**src/rtl/fpu_requester.sv**
```systemverilog
// CPU-side initiator for the FPU stb/ack protocol: one op in via valid/ready, operands strobed out,
// result acknowledged and returned with error flag and SEND+WAIT latency; watchdog aborts stuck ops.
module fpu_requester #(
    parameter int TIMEOUT_CYCLES = 1024,
    parameter int CNT_W          = 16
) (
    input  logic             clk,
    input  logic             rst,
    input  logic             req_valid,
    output logic             req_ready,
    input  logic [3:0]       req_op,
    input  logic [31:0]      req_a,
    input  logic [31:0]      req_b,
    output logic             resp_valid,
    input  logic             resp_ready,
    output logic [31:0]      resp_data,
    output logic             resp_err,
    output logic [CNT_W-1:0] resp_cycles,
    output logic [3:0]       fpu_op,
    output logic [31:0]      fpu_in1,
    output logic [31:0]      fpu_in2,
    output logic             fpu_in1_stb,
    output logic             fpu_in2_stb,
    input  logic             fpu_in1_ack,
    input  logic             fpu_in2_ack,
    input  logic [31:0]      fpu_out,
    input  logic             fpu_out_stb,
    output logic             fpu_out_ack
);

    typedef enum logic [2:0] {
        S_IDLE = 3'd0,
        S_SEND = 3'd1,
        S_WAIT = 3'd2,
        S_ACK  = 3'd3,
        S_RESP = 3'd4
    } state_t;

    localparam logic [CNT_W-1:0] TIMEOUT_C = CNT_W'(TIMEOUT_CYCLES);

    state_t            state_q, state_d;
    logic [3:0]        fpu_op_q, fpu_op_d;
    logic [31:0]       fpu_in1_q, fpu_in1_d;
    logic [31:0]       fpu_in2_q, fpu_in2_d;
    logic              in1_stb_q, in1_stb_d;
    logic              in2_stb_q, in2_stb_d;
    logic              out_ack_q, out_ack_d;
    logic              resp_valid_q, resp_valid_d;
    logic              resp_err_q, resp_err_d;
    logic [31:0]       resp_data_q, resp_data_d;
    logic [CNT_W-1:0]  resp_cycles_q, resp_cycles_d;
    logic [CNT_W-1:0]  cnt_q, cnt_d;

    logic              op_legal;
    logic              busy;
    logic              timeout;
    logic              send_done;
    logic [CNT_W-1:0]  cnt_inc;

    assign op_legal  = (req_op <= 4'hA);
    assign cnt_inc   = (&cnt_q) ? cnt_q : cnt_q + CNT_W'(1);
    assign busy      = (state_q == S_SEND) || (state_q == S_WAIT);
    assign timeout   = busy && (cnt_inc >= TIMEOUT_C);
    // An operand whose strobe has already dropped was handshaken on an earlier edge.
    assign send_done = (!in1_stb_q || fpu_in1_ack) && (!in2_stb_q || fpu_in2_ack);

    always_ff @(posedge clk) begin
        if (rst) begin
            state_q <= S_IDLE;
        end else begin
            state_q <= state_d;
        end
    end

    always_comb begin
        state_d = state_q;
        unique case (state_q)
            S_IDLE: if (req_valid) state_d = op_legal ? S_SEND : S_RESP;
            S_SEND: begin
                if (timeout)        state_d = S_RESP;
                else if (send_done) state_d = S_WAIT;
            end
            S_WAIT: begin
                if (timeout)          state_d = S_RESP;
                else if (fpu_out_stb) state_d = S_ACK;
            end
            S_ACK:  state_d = S_RESP;
            S_RESP: if (resp_ready) state_d = S_IDLE;
            default: state_d = S_IDLE;
        endcase
    end

    always_comb begin
        fpu_op_d      = fpu_op_q;
        fpu_in1_d     = fpu_in1_q;
        fpu_in2_d     = fpu_in2_q;
        in1_stb_d     = in1_stb_q;
        in2_stb_d     = in2_stb_q;
        out_ack_d     = out_ack_q;
        resp_valid_d  = resp_valid_q;
        resp_err_d    = resp_err_q;
        resp_data_d   = resp_data_q;
        resp_cycles_d = resp_cycles_q;
        cnt_d         = cnt_q;
        unique case (state_q)
            S_IDLE: begin
                if (req_valid) begin
                    fpu_op_d  = req_op;
                    fpu_in1_d = req_a;
                    fpu_in2_d = req_b;
                    cnt_d     = '0;
                    if (op_legal) begin
                        in1_stb_d = 1'b1;
                        in2_stb_d = 1'b1;
                    end else begin
                        resp_valid_d  = 1'b1;
                        resp_err_d    = 1'b1;
                        resp_data_d   = '0;
                        resp_cycles_d = '0;
                    end
                end
            end
            S_SEND, S_WAIT: begin
                cnt_d = cnt_inc;
                if (timeout) begin
                    in1_stb_d     = 1'b0;
                    in2_stb_d     = 1'b0;
                    out_ack_d     = 1'b0;
                    resp_valid_d  = 1'b1;
                    resp_err_d    = 1'b1;
                    resp_data_d   = '0;
                    resp_cycles_d = TIMEOUT_C;
                end else if (state_q == S_SEND) begin
                    if (in1_stb_q && fpu_in1_ack) in1_stb_d = 1'b0;
                    if (in2_stb_q && fpu_in2_ack) in2_stb_d = 1'b0;
                end else if (fpu_out_stb) begin
                    resp_data_d = fpu_out;
                    out_ack_d   = 1'b1;
                end
            end
            S_ACK: begin
                // One-cycle ack; a lingering out_stb is not a second result.
                out_ack_d     = 1'b0;
                resp_valid_d  = 1'b1;
                resp_err_d    = 1'b0;
                resp_cycles_d = cnt_q;
            end
            S_RESP: if (resp_ready) resp_valid_d = 1'b0;
            default: ;
        endcase
    end

    always_ff @(posedge clk) begin
        if (rst) begin
            fpu_op_q      <= '0;
            fpu_in1_q     <= '0;
            fpu_in2_q     <= '0;
            in1_stb_q     <= 1'b0;
            in2_stb_q     <= 1'b0;
            out_ack_q     <= 1'b0;
            resp_valid_q  <= 1'b0;
            resp_err_q    <= 1'b0;
            resp_data_q   <= '0;
            resp_cycles_q <= '0;
            cnt_q         <= '0;
        end else begin
            fpu_op_q      <= fpu_op_d;
            fpu_in1_q     <= fpu_in1_d;
            fpu_in2_q     <= fpu_in2_d;
            in1_stb_q     <= in1_stb_d;
            in2_stb_q     <= in2_stb_d;
            out_ack_q     <= out_ack_d;
            resp_valid_q  <= resp_valid_d;
            resp_err_q    <= resp_err_d;
            resp_data_q   <= resp_data_d;
            resp_cycles_q <= resp_cycles_d;
            cnt_q         <= cnt_d;
        end
    end

    assign req_ready   = (state_q == S_IDLE);
    assign resp_valid  = resp_valid_q;
    assign resp_data   = resp_data_q;
    assign resp_err    = resp_err_q;
    assign resp_cycles = resp_cycles_q;
    assign fpu_op      = fpu_op_q;
    assign fpu_in1     = fpu_in1_q;
    assign fpu_in2     = fpu_in2_q;
    assign fpu_in1_stb = in1_stb_q;
    assign fpu_in2_stb = in2_stb_q;
    assign fpu_out_ack = out_ack_q;

endmodule
```
**config.mk**
```make
export PLATFORM = sky130hd
export DESIGN_NAME = fpu_requester
export DESIGN_NICKNAME = d
export VERILOG_FILES = /design/src/rtl/fpu_requester.sv
export SDC_FILE = /design/constraint.sdc
export NUM_CORES = 1
export LEC_CHECK = 0
export CAP_MARGIN = 20
export CELL_PAD_IN_SITES_DETAIL_PLACEMENT = 0
export CELL_PAD_IN_SITES_GLOBAL_PLACEMENT = 1
export CORE_MARGIN = 5
export CORE_UTILIZATION = 32
export CTS_CLUSTER_DIAMETER = 120
export DETAILED_ROUTE_END_ITERATION = 12
export HOLD_SLACK_MARGIN = 0.05
export PLACE_DENSITY_LB_ADDON = 0.3
export SLEW_MARGIN = 20
export SYNTH_ARGS = -nofsm -noshare
export SYNTH_HDL_FRONTEND = slang
export SYNTH_SLANG_ARGS = --single-unit
```
**constraint.sdc**
```tcl
create_clock -name clk -period 6.8 [get_ports clk]
set_input_delay 1.36 -clock clk [delete_from_list [all_inputs] [get_ports clk]]
set_output_delay 1.36 -clock clk [all_outputs]
set_load 0.1 [all_outputs]
```
==> results.toml <==
[clocking]
cts_tree = "done"
cts.sinks = 140
cts_setup_buffers = 0
cts.repair.resized = 0
cts_buffer_depth = 2
cts_root_buffer = "clkbuf_16"
htreeDepth = 4
worst_skew_pair.late_latency_ns = 0.42
numCtsBuffers = 17
holdBufCountCts = 0
clk_pin_slew_ns = 0.06

[timing]
worstMarginPinSlew_ns = 1.03
min_period_ns = 3.88
finalWorstSetupSlack_ns = 2.92
final_hold_viol_count = 0
rsz0062_at_grt = "no"
timing.fmax_mhz = 258
max-slew-margin-rel_pct = 31.4
timing.final.crit_share_pct = 57.1
fin_skew_ns = 0.00832
setup_viol = 0
setup_tns_ns = 0
drv_slew = 0
holdWs_ns = 0.452

[die]
core_area_mm2 = 0.0159
die_h_um = 137
initial_core_util_pct = 32.7
fp-row-count = 46
die_x_um = 137
ios = 229
die_area_mm2 = 0.0189

[job]
maxCapViolations = 0

[pwr]
power.leakage_uw = 0.00294
p_int_uw = 1740
p_comb_share_pct = 39.3
switching_power_uw = 1350
p_seq_share_pct = 31.5
power-per-cell-area_mw_per_mm2 = 378
clock_power_share_pct = 29.2
p_sw_share_pct = 43.6
ir_worst_vdd_v = 0.000213

[worst_setup_path]
critical_path.cell_chain = "nor3_1 -> clkdlybuf4s50_1"
path_max_fanout = 11
crit_arrival_ns = 2.52
cp_slowest_cell = "clkdlybuf4s50_1"
crit_type = "reg -> out"
timing.rr.start = "cnt_q[3]"
cp-end-kind = "output port"
max_stage_delay_ns = 1.26
cp.required_ns = 5.44
start_kind = "flop"
cp-startpoint = "state_q[2]"

[detailed_routing]
drt_wl_total_um = 16600
dr.pass1.iters = 4
vias = 4965
drtIter0Drc = 301
wl_per_cell_um = 16.1
ant_nets = 0
vias_per_cell = 4.82
drc = 0

[final_layout]
drive_gt1_share_pct = 5.89
layout.nets = 911
syn2layout_area_growth_pct = 57.2
nFillCells = 1534
fin_util_pct = 51.5
num_antenna_cells = 0
finalNonFillerCells = 1031
seq_area_mm2 = 0.00280
mostFrequentLayoutCell = "clkdlybuf4s50_1"
layout_common_cells = "clkdlybuf4s50_1, nand2_1, dfxtp_1, a21oi_1, a22o_1"
multi_input_area_mm2 = 0.00218

[place]
dp_cells = 1000
numPortBuffers = 228
gp_congestion = 0.814
dp_hpwl_um = 12200
pre_cts_ws_ns = 3.11

[synthesis]
synth_edf_count = 0
synth-seq-cells = 140
synthArstFlopShare_pct = 0
syn-num-nets = 701
netlist_area_mm2 = 0.00520
syn_area_per_cell_um2 = 8.77
dominantRegCellSynth = "dfxtp_1"
syn_inst = 593
yosysUniqueCellTypes = 44
yosysSeqAreaShare_pct = 53.9
synth_warnings = 0

[global_route]
grt-ovfl-total = 0
grt_pass1_vias = 4917
grt_max_degree = 49
grt_pass1_wl_um = 25600
grt_use_total_pct = 17.3
antenna_found_initial = 0

[outcome]
status = "finished, final reports clean"

[min_path]
min-delay-start = "fpu_in1[9]"
hold_path.class = "reg -> reg"
==> worst paths after layout <==
kind / cells after the start / endpoint / slack [ns]
worst max register to register: 8 / resp_data[11] / 3.79
worst min-delay path: 2 / fpu_in1[9] / 0.45
worst max-delay path: 2 / req_ready / 2.92
worst min register to register: 2 / fpu_in1[9] / 0.45
==> sequential cells by signal, summed over array words and instances (netlist names), 3 cells and up <==
name and count:
fpu_in1 32, fpu_in2 32, resp_data 32, cnt_q 16
resp_cycles 16, fpu_op 4, state_q 3
==> metrics by stage <==
stage / total power, uW / area, um2
after floorplan: 1890 / 5200
after global placement: 2200 / 7600
after detailed placement: 2210 / 7600
after CTS: 3130 / 8180
after global routing: 3230 / 8180
final: 3090 / 8180
==> kinds of logic after synthesis <==
kind of cell    Yosys count  synth area share [%]
simple gates            227                  19.3
compound gates          165                  20.5
flops                   140                  53.9
buf+inv                  51                  4.38
mux                       5                 0.963
xor+xnor                  4                 0.674
fa+ha+maj                 1                 0.241
==> Yosys cell counts (2+ instances only) <==
library cell / n / area [um2]
nand2_1: 157 / 589
dfxtp_1: 140 / 2800
a21oi_1: 89 / 445
a22o_1: 47 / 412
clkbuf_1: 30 / 113
nor2_1: 13 / 48.8
nor3_1: 12 / 60.1
nand3_1: 11 / 55.1
inv_1: 8 / 30.0
nand2b_1: 6 / 37.5
nor4_1: 6 / 37.5
a31oi_1: 5 / 31.3
buf_2: 5 / 25.0
mux2i_1: 5 / 50.1
o21ai_0: 5 / 25.0
a21o_1: 4 / 30.0
buf_1: 4 / 15.0
buf_6: 4 / 45.0
xnor2_1: 4 / 35.0
a211oi_1: 3 / 22.5
a311oi_1: 3 / 26.3
and2_1: 3 / 18.8
nand4_1: 3 / 18.8
or2_2: 3 / 18.8
and4_1: 2 / 17.5
o31ai_1: 2 / 15.0
or3_1: 2 / 12.5
==> power groups by stage <==
stage               combinational (uW)  sequential [uW]  clock (uW)
floorplan                          324             1560           0
global placement                  1210              986           0
detailed placement                1220              989           0
CTS                               1230              972         927
global route                      1280              984         966
finish                            1210              972         903
==> critical path: cells and delay by family, from the launching register on <==
family / cells / cell delay (ns)
simple gates: 1 / 0.43
buf+inv: 1 / 1.26
flops: 1 / 0.42
==> area by class of cell <==
cell class | instances | share of cell area (%)
tap | 216 | 3.31
inverter | 8 | 0.367
sequential | 140 | 34.3
clock buffer | 17 | 5.20
clock inverter | 14 | 1.79
multi-input combinational | 402 | 26.7
timing repair buffer | 234 | 28.4
==> metal layers <==
layer,vias to the layer above,track usage (%),wire [um]
met1,2321,20.0,6610
met3,27,6.87,1240
met5,-,0,0
met4,0,6.54,356
li1,2479,-,-
met2,138,28.9,8420
(Power assumes the default switching activity.)
